File: config.mk
export PLATFORM = sky130hd
export DESIGN_NAME = sysctrl_cmd_master
export DESIGN_NICKNAME = d
export VERILOG_FILES = /design/src/rtl/sysctrl_pkg.sv /design/src/rtl/sysctrl_gap_timer.sv /design/src/rtl/sysctrl_cmd_master.sv
export SDC_FILE = /design/constraint.sdc
export NUM_CORES = 1
export LEC_CHECK = 0
export BUFFER_PORTS_ARGS = -buffer_cell sky130_fd_sc_hd__buf_2
export CAP_MARGIN = 20
export CORE_MARGIN = 2
export CORE_UTILIZATION = 25
export DETAILED_ROUTE_END_ITERATION = 8
export HOLD_SLACK_MARGIN = 0.12
export PLACE_DENSITY_LB_ADDON = 0.12
export SETUP_SLACK_MARGIN = 0.3
export SYNTH_ARGS = -nofsm -noshare
export SYNTH_HDL_FRONTEND = slang
export SYNTH_HIERARCHICAL = 1
export SYNTH_SLANG_ARGS = --single-unit
export TNS_END_PERCENT = 10
File: constraint.sdc
create_clock -name clk -period 3.7 [get_ports clk]
set_clock_uncertainty 0.15 [all_clocks]
set_input_delay 0.37 -clock clk [delete_from_list [all_inputs] [get_ports clk]]
set_output_delay 0.37 -clock clk [all_outputs]
set_load 0.01 [all_outputs]
File: src/rtl/sysctrl_pkg.sv
// Shared definitions for the system-control byte protocol: command codes,
// config ids, status magic, frame limits and the command master state encoding.
package sysctrl_pkg;

  localparam logic [7:0] CMD_STATUS  = 8'd0;
  localparam logic [7:0] CMD_LEDS    = 8'd1;
  localparam logic [7:0] CMD_COLOR   = 8'd2;
  localparam logic [7:0] CMD_BUTTONS = 8'd3;
  localparam logic [7:0] CMD_CONFIG  = 8'd4;
  localparam logic [7:0] CMD_IRQ     = 8'd5;

  localparam logic [7:0] CFG_ID_RESET    = 8'h52;  // "R"
  localparam logic [7:0] CFG_ID_SELFTEST = 8'h53;  // "S"
  localparam logic [7:0] CFG_ID_ADDR     = 8'h41;  // "A"

  localparam logic [7:0] STATUS_MAGIC0 = 8'h5c;
  localparam logic [7:0] STATUS_MAGIC1 = 8'h42;

  // Responder byte counter saturates at 15, so one slot stays in reserve.
  localparam logic [3:0] SYSCTRL_MAX_LEN = 4'd14;

  typedef enum logic [2:0] {
    ST_IDLE,
    ST_CMD,
    ST_GAP,
    ST_FETCH,
    ST_DONE
  } state_t;

  typedef struct packed {
    logic [7:0] cmd;
    logic [3:0] len;
  } frame_t;

  function automatic logic [3:0] clamp_len(input logic [3:0] len, input logic [3:0] max_len);
    return (len > max_len) ? max_len : len;
  endfunction

endpackage

File: src/rtl/sysctrl_gap_timer.sv
// Strobe pacing counter: load arms GAP cycles, run counts them down; first/expire
// flag the first and last counted cycle. No backpressure, combinational flags.
module sysctrl_gap_timer #(
  parameter int GAP = 3
) (
  input  logic clk,
  input  logic reset,
  input  logic load,
  input  logic run,
  output logic first,
  output logic expire
);

  localparam logic [3:0] GAP_CNT = 4'(GAP);

  logic [3:0] cnt;

  always_ff @(posedge clk) begin
    if (reset) begin
      cnt <= 4'd0;
    end else if (load) begin
      cnt <= GAP_CNT;
    end else if (run && cnt != 4'd0) begin
      cnt <= cnt - 4'd1;
    end
  end

  assign first  = run && (cnt == GAP_CNT);
  assign expire = run && (cnt == 4'd1);

endmodule

File: src/rtl/sysctrl_cmd_master.sv
// Frames a command byte plus payload onto the responder strobe bus, GAP idle cycles
// between strobes; payload stalls indefinitely on pl_valid, requests wait on req_ready.
module sysctrl_cmd_master
  import sysctrl_pkg::*;
#(
  parameter int         GAP     = 3,
  parameter logic [3:0] MAX_LEN = SYSCTRL_MAX_LEN
) (
  input  logic       clk,
  input  logic       reset,
  input  logic       req_valid,
  output logic       req_ready,
  input  logic [7:0] req_cmd,
  input  logic [3:0] req_len,
  input  logic       pl_valid,
  output logic       pl_ready,
  input  logic [7:0] pl_data,
  output logic       rsp_valid,
  output logic [7:0] rsp_data,
  output logic       rsp_last,
  output logic       done,
  output logic       len_err,
  output logic       busy,
  output logic       out_strobe,
  output logic       out_start,
  output logic [7:0] out_data,
  input  logic [7:0] rsp_in
);

  state_t     state;
  frame_t     frame;
  logic [3:0] k;
  logic [7:0] rsp_q;
  logic       fetch_fire;
  logic       capture;
  logic       tmr_first;
  logic       tmr_expire;

  assign fetch_fire = (state == ST_FETCH) && pl_valid && !reset;
  // k is zero only after the command strobe, which has no reply to capture.
  assign capture    = (state == ST_GAP) && tmr_first && (k != 4'd0) && !reset;

  sysctrl_gap_timer #(.GAP(GAP)) u_gap_timer (
    .clk    (clk),
    .reset  (reset),
    .load   ((state == ST_CMD) || fetch_fire),
    .run    (state == ST_GAP),
    .first  (tmr_first),
    .expire (tmr_expire)
  );

  assign req_ready  = (state == ST_IDLE);
  assign busy       = (state != ST_IDLE);
  assign done       = (state == ST_DONE);
  assign out_start  = (state == ST_CMD);
  assign out_strobe = out_start || fetch_fire;
  assign pl_ready   = fetch_fire;
  assign out_data   = out_start ? frame.cmd : (fetch_fire ? pl_data : 8'h00);
  assign rsp_valid  = capture;
  assign rsp_last   = capture && (k == frame.len);
  assign rsp_data   = capture ? rsp_in : rsp_q;

  always_ff @(posedge clk) begin
    if (reset) begin
      state   <= ST_IDLE;
      frame   <= '0;
      k       <= 4'd0;
      rsp_q   <= 8'h00;
      len_err <= 1'b0;
    end else begin
      len_err <= 1'b0;
      if (capture) rsp_q <= rsp_in;
      case (state)
        ST_IDLE: begin
          if (req_valid) begin
            frame.cmd <= req_cmd;
            frame.len <= clamp_len(req_len, MAX_LEN);
            len_err   <= (req_len > MAX_LEN);
            k         <= 4'd0;
            state     <= ST_CMD;
          end
        end
        ST_CMD:   state <= ST_GAP;
        ST_GAP: begin
          if (tmr_expire) state <= (k == frame.len) ? ST_DONE : ST_FETCH;
        end
        ST_FETCH: begin
          if (fetch_fire) begin
            k     <= k + 4'd1;
            state <= ST_GAP;
          end
        end
        ST_DONE:  state <= ST_IDLE;
        default:  state <= ST_IDLE;
      endcase
    end
  end

endmodule
==> impl_metrics.toml <==
[detailed_routing]
drt_iter0_drc = 23
wl_per_cell_um = 12.8
vias_per_cell = 4.69
dr.pass1.iters = 4
wirelength_um = 4250
ant_nets = 0
drcViolationCount = 0
dr_total_vias = 1557

[floorplanning]
die_area_um2 = 7650
die_x_um = 87.5
chipHeight_um = 87.5
io_pins = 57
std_cell_rows = 30
start_util_pct = 25.8
core_um2 = 6760

[final_layout]
syn2layout_area_growth_pct = 26.1
final_common_cell = "buf_2"
final_cell_mix = "buf_2, dfxtp_1, nand2_1"
diodes = 0
final_layout_size_suffix_gt1_share_pct = 33.7
layout.nets = 288

[clock_tree]
hold_buffers = 0
tritoncts = "built"
cts_resized = 0
clk_latency_ns = 0.29
cts_setup_buffers = 0
clockRootBuffer = "clkbuf_8"
clk_pin_slew_ns = 0.07
cts_buffers = 5
cts_buffer_depth = 2
htreeDepth = 2
clock_sinks = 32

[power]
power_density_nw_per_um2 = 398
p_leak_nw = 1.05
power_mw = 0.875
peakVddDrop_mv = 0.150

[logic_synthesis]
ys_ff_latch = 32
synth_top_family_by_area = "simple AND/OR/NAND/NOR gates"
ys_seq_area_share_pct = 36.8
synthArstFlopShare_pct = 0
synth-compound-area-share_pct = 20.0
syn_inst = 198
synth-edff-count = 0
synthSimpleGateAreaFrac_pct = 24.1
synth-adder-area-share_pct = 3.59
synth_area_per_cell_um2 = 8.80
synthXorXnorAreaFrac_pct = 2.01
ys.warnings.count = 6
ys_types = 44
yosys-mux-area-fraction_pct = 5.75
synth_nets = 235
syn_area_um2 = 1740
synth_ff_type = "dfxtp_1"

[timing]
setup_viol = 0
slew_viol_final = 0
relSlewSlack_pct = 49.8
timing.setup.tns_ns = 0
worst_pin_slew_ns = 0.746
whs_ns = 0.165
period_needed_ns = 3.10
final_hold_viol_count = 0
timing.final.crit_share_pct = 83.8
rsz0062_at_grt = "no"
max_freq_mhz = 322

[outcome]
status = "finished, final reports clean"

[placed_design]
hpwl_um = 3050
gp_congestion = 0.695
portBuffers = 56

[critical_path]
cp.arrival_ns = 2.58
startpoint_type = "register"
crit_type = "reg2out"
crit_path_end_kind = "primary output"
cp.required_ns = 3.18
crit_fanout = 18

[grt]
grt_use_total_pct = 11.7
grt-ovfl-total = 0
grt_max_degree = 26
antenna_found_initial = 0
grt_pass1_wl_um = 7110
grt_pass1_vias = 1528

[job]
max_cap_violations = 0

[worst_hold_path]
hold_class = "in2reg"
critical path, stage by stage (launching register included):
cell and delay (ns):
dfxtp_1 0.55, or3b_1 0.54, inv_1 0.23, and3_1 0.26
nand3b_4 0.23, mux2_2 0.34, buf_2 0.14
cell usage after synthesis, drive strengths merged (5+ instances only):
library cell | n | area (µm²)
mux2 | 8 | 90.1
buf | 7 | 50.1
inv | 18 | 67.6
a21oi | 18 | 90.1
nand3 | 7 | 35.0
o21ai | 9 | 45.0
o311ai | 8 | 77.6
dfxtp | 32 | 641
nor2 | 5 | 21.3
a22o | 8 | 70.1
ha | 5 | 62.6
nand2 | 29 | 109
per-stage QoR:
stage	util (%)	area, µm²	instances	setup WS, ns
after CTS	32.4	2190	332	0.410
after detailed placement	30.5	2060	324	0.743
after global placement	30.4	2050	323	0.773
after floorplan	-	1740	198	1.22
after global routing	32.5	2200	332	0.404
final	32.5	2200	332	0.599
flip-flops by register name, indices dropped and copies added (netlist names):
| name | count |
|---|---|
| frame | 12 |
| rsp_q | 8 |
| u_gap_timer/cnt | 4 |
| len_err | 1 |
| k | 4 |
| state | 3 |
final timing paths:
kind,to,slack [ns],cells after the start,from
hold reg to reg,frame[7]$_SDFFE_PP0P_,0.30,2,frame[7]$_SDFFE_PP0P_
setup / recovery,rsp_data[3],0.60,6,state[1]$_SDFFE_PP0P_
hold / removal,frame[8]$_SDFFE_PP0P_,0.17,3,req_cmd[4]
setup reg to reg,rsp_q[0]$_SDFF_PP0_,1.27,6,state[1]$_SDFFE_PP0P_
cells by family (layout without fill, tap and decap cells):
family                   Yosys count  after routing
adder cells (fa/ha/maj)            5              5
buffers and inverters             29             83
XOR/XNOR                           4              4
AND/OR/NAND/NOR                   68             68
flip-flops                        32             32
multiplexers                       9              9
AO/OA/AOI/OAI                     51             51
cell type report:
cell class / instances / area, µm²
clock inverter: 1 / 30.0
sequential: 32 / 641
clock buffer: 7 / 96.3
multi-input combinational: 137 / 975
tap: 80 / 100
inverter: 18 / 67.6
fill: 748 / 4560
timing repair buffer: 57 / 288
report_power, final:
| part | switching, mW | internal (mW) |
|---|---|---|
| sequential | 0.0167 | 0.360 |
| combinational | 0.0701 | 0.0537 |
| clock | 0.137 | 0.238 |
| total | 0.224 | 0.651 |
per-layer routing:
| layer | vias up | share of wire [%] | track usage, % |
|---|---|---|---|
| li1 | 813 | - | - |
| met1 | 688 | 50 | 14.9 |
| met2 | 50 | 43 | 18.8 |
| met3 | 6 | 5.9 | 3.60 |
| met4 | 0 | 1.4 | 4.20 |
| met5 | - | 0 | 0 |
(Power assumes the default switching activity.)
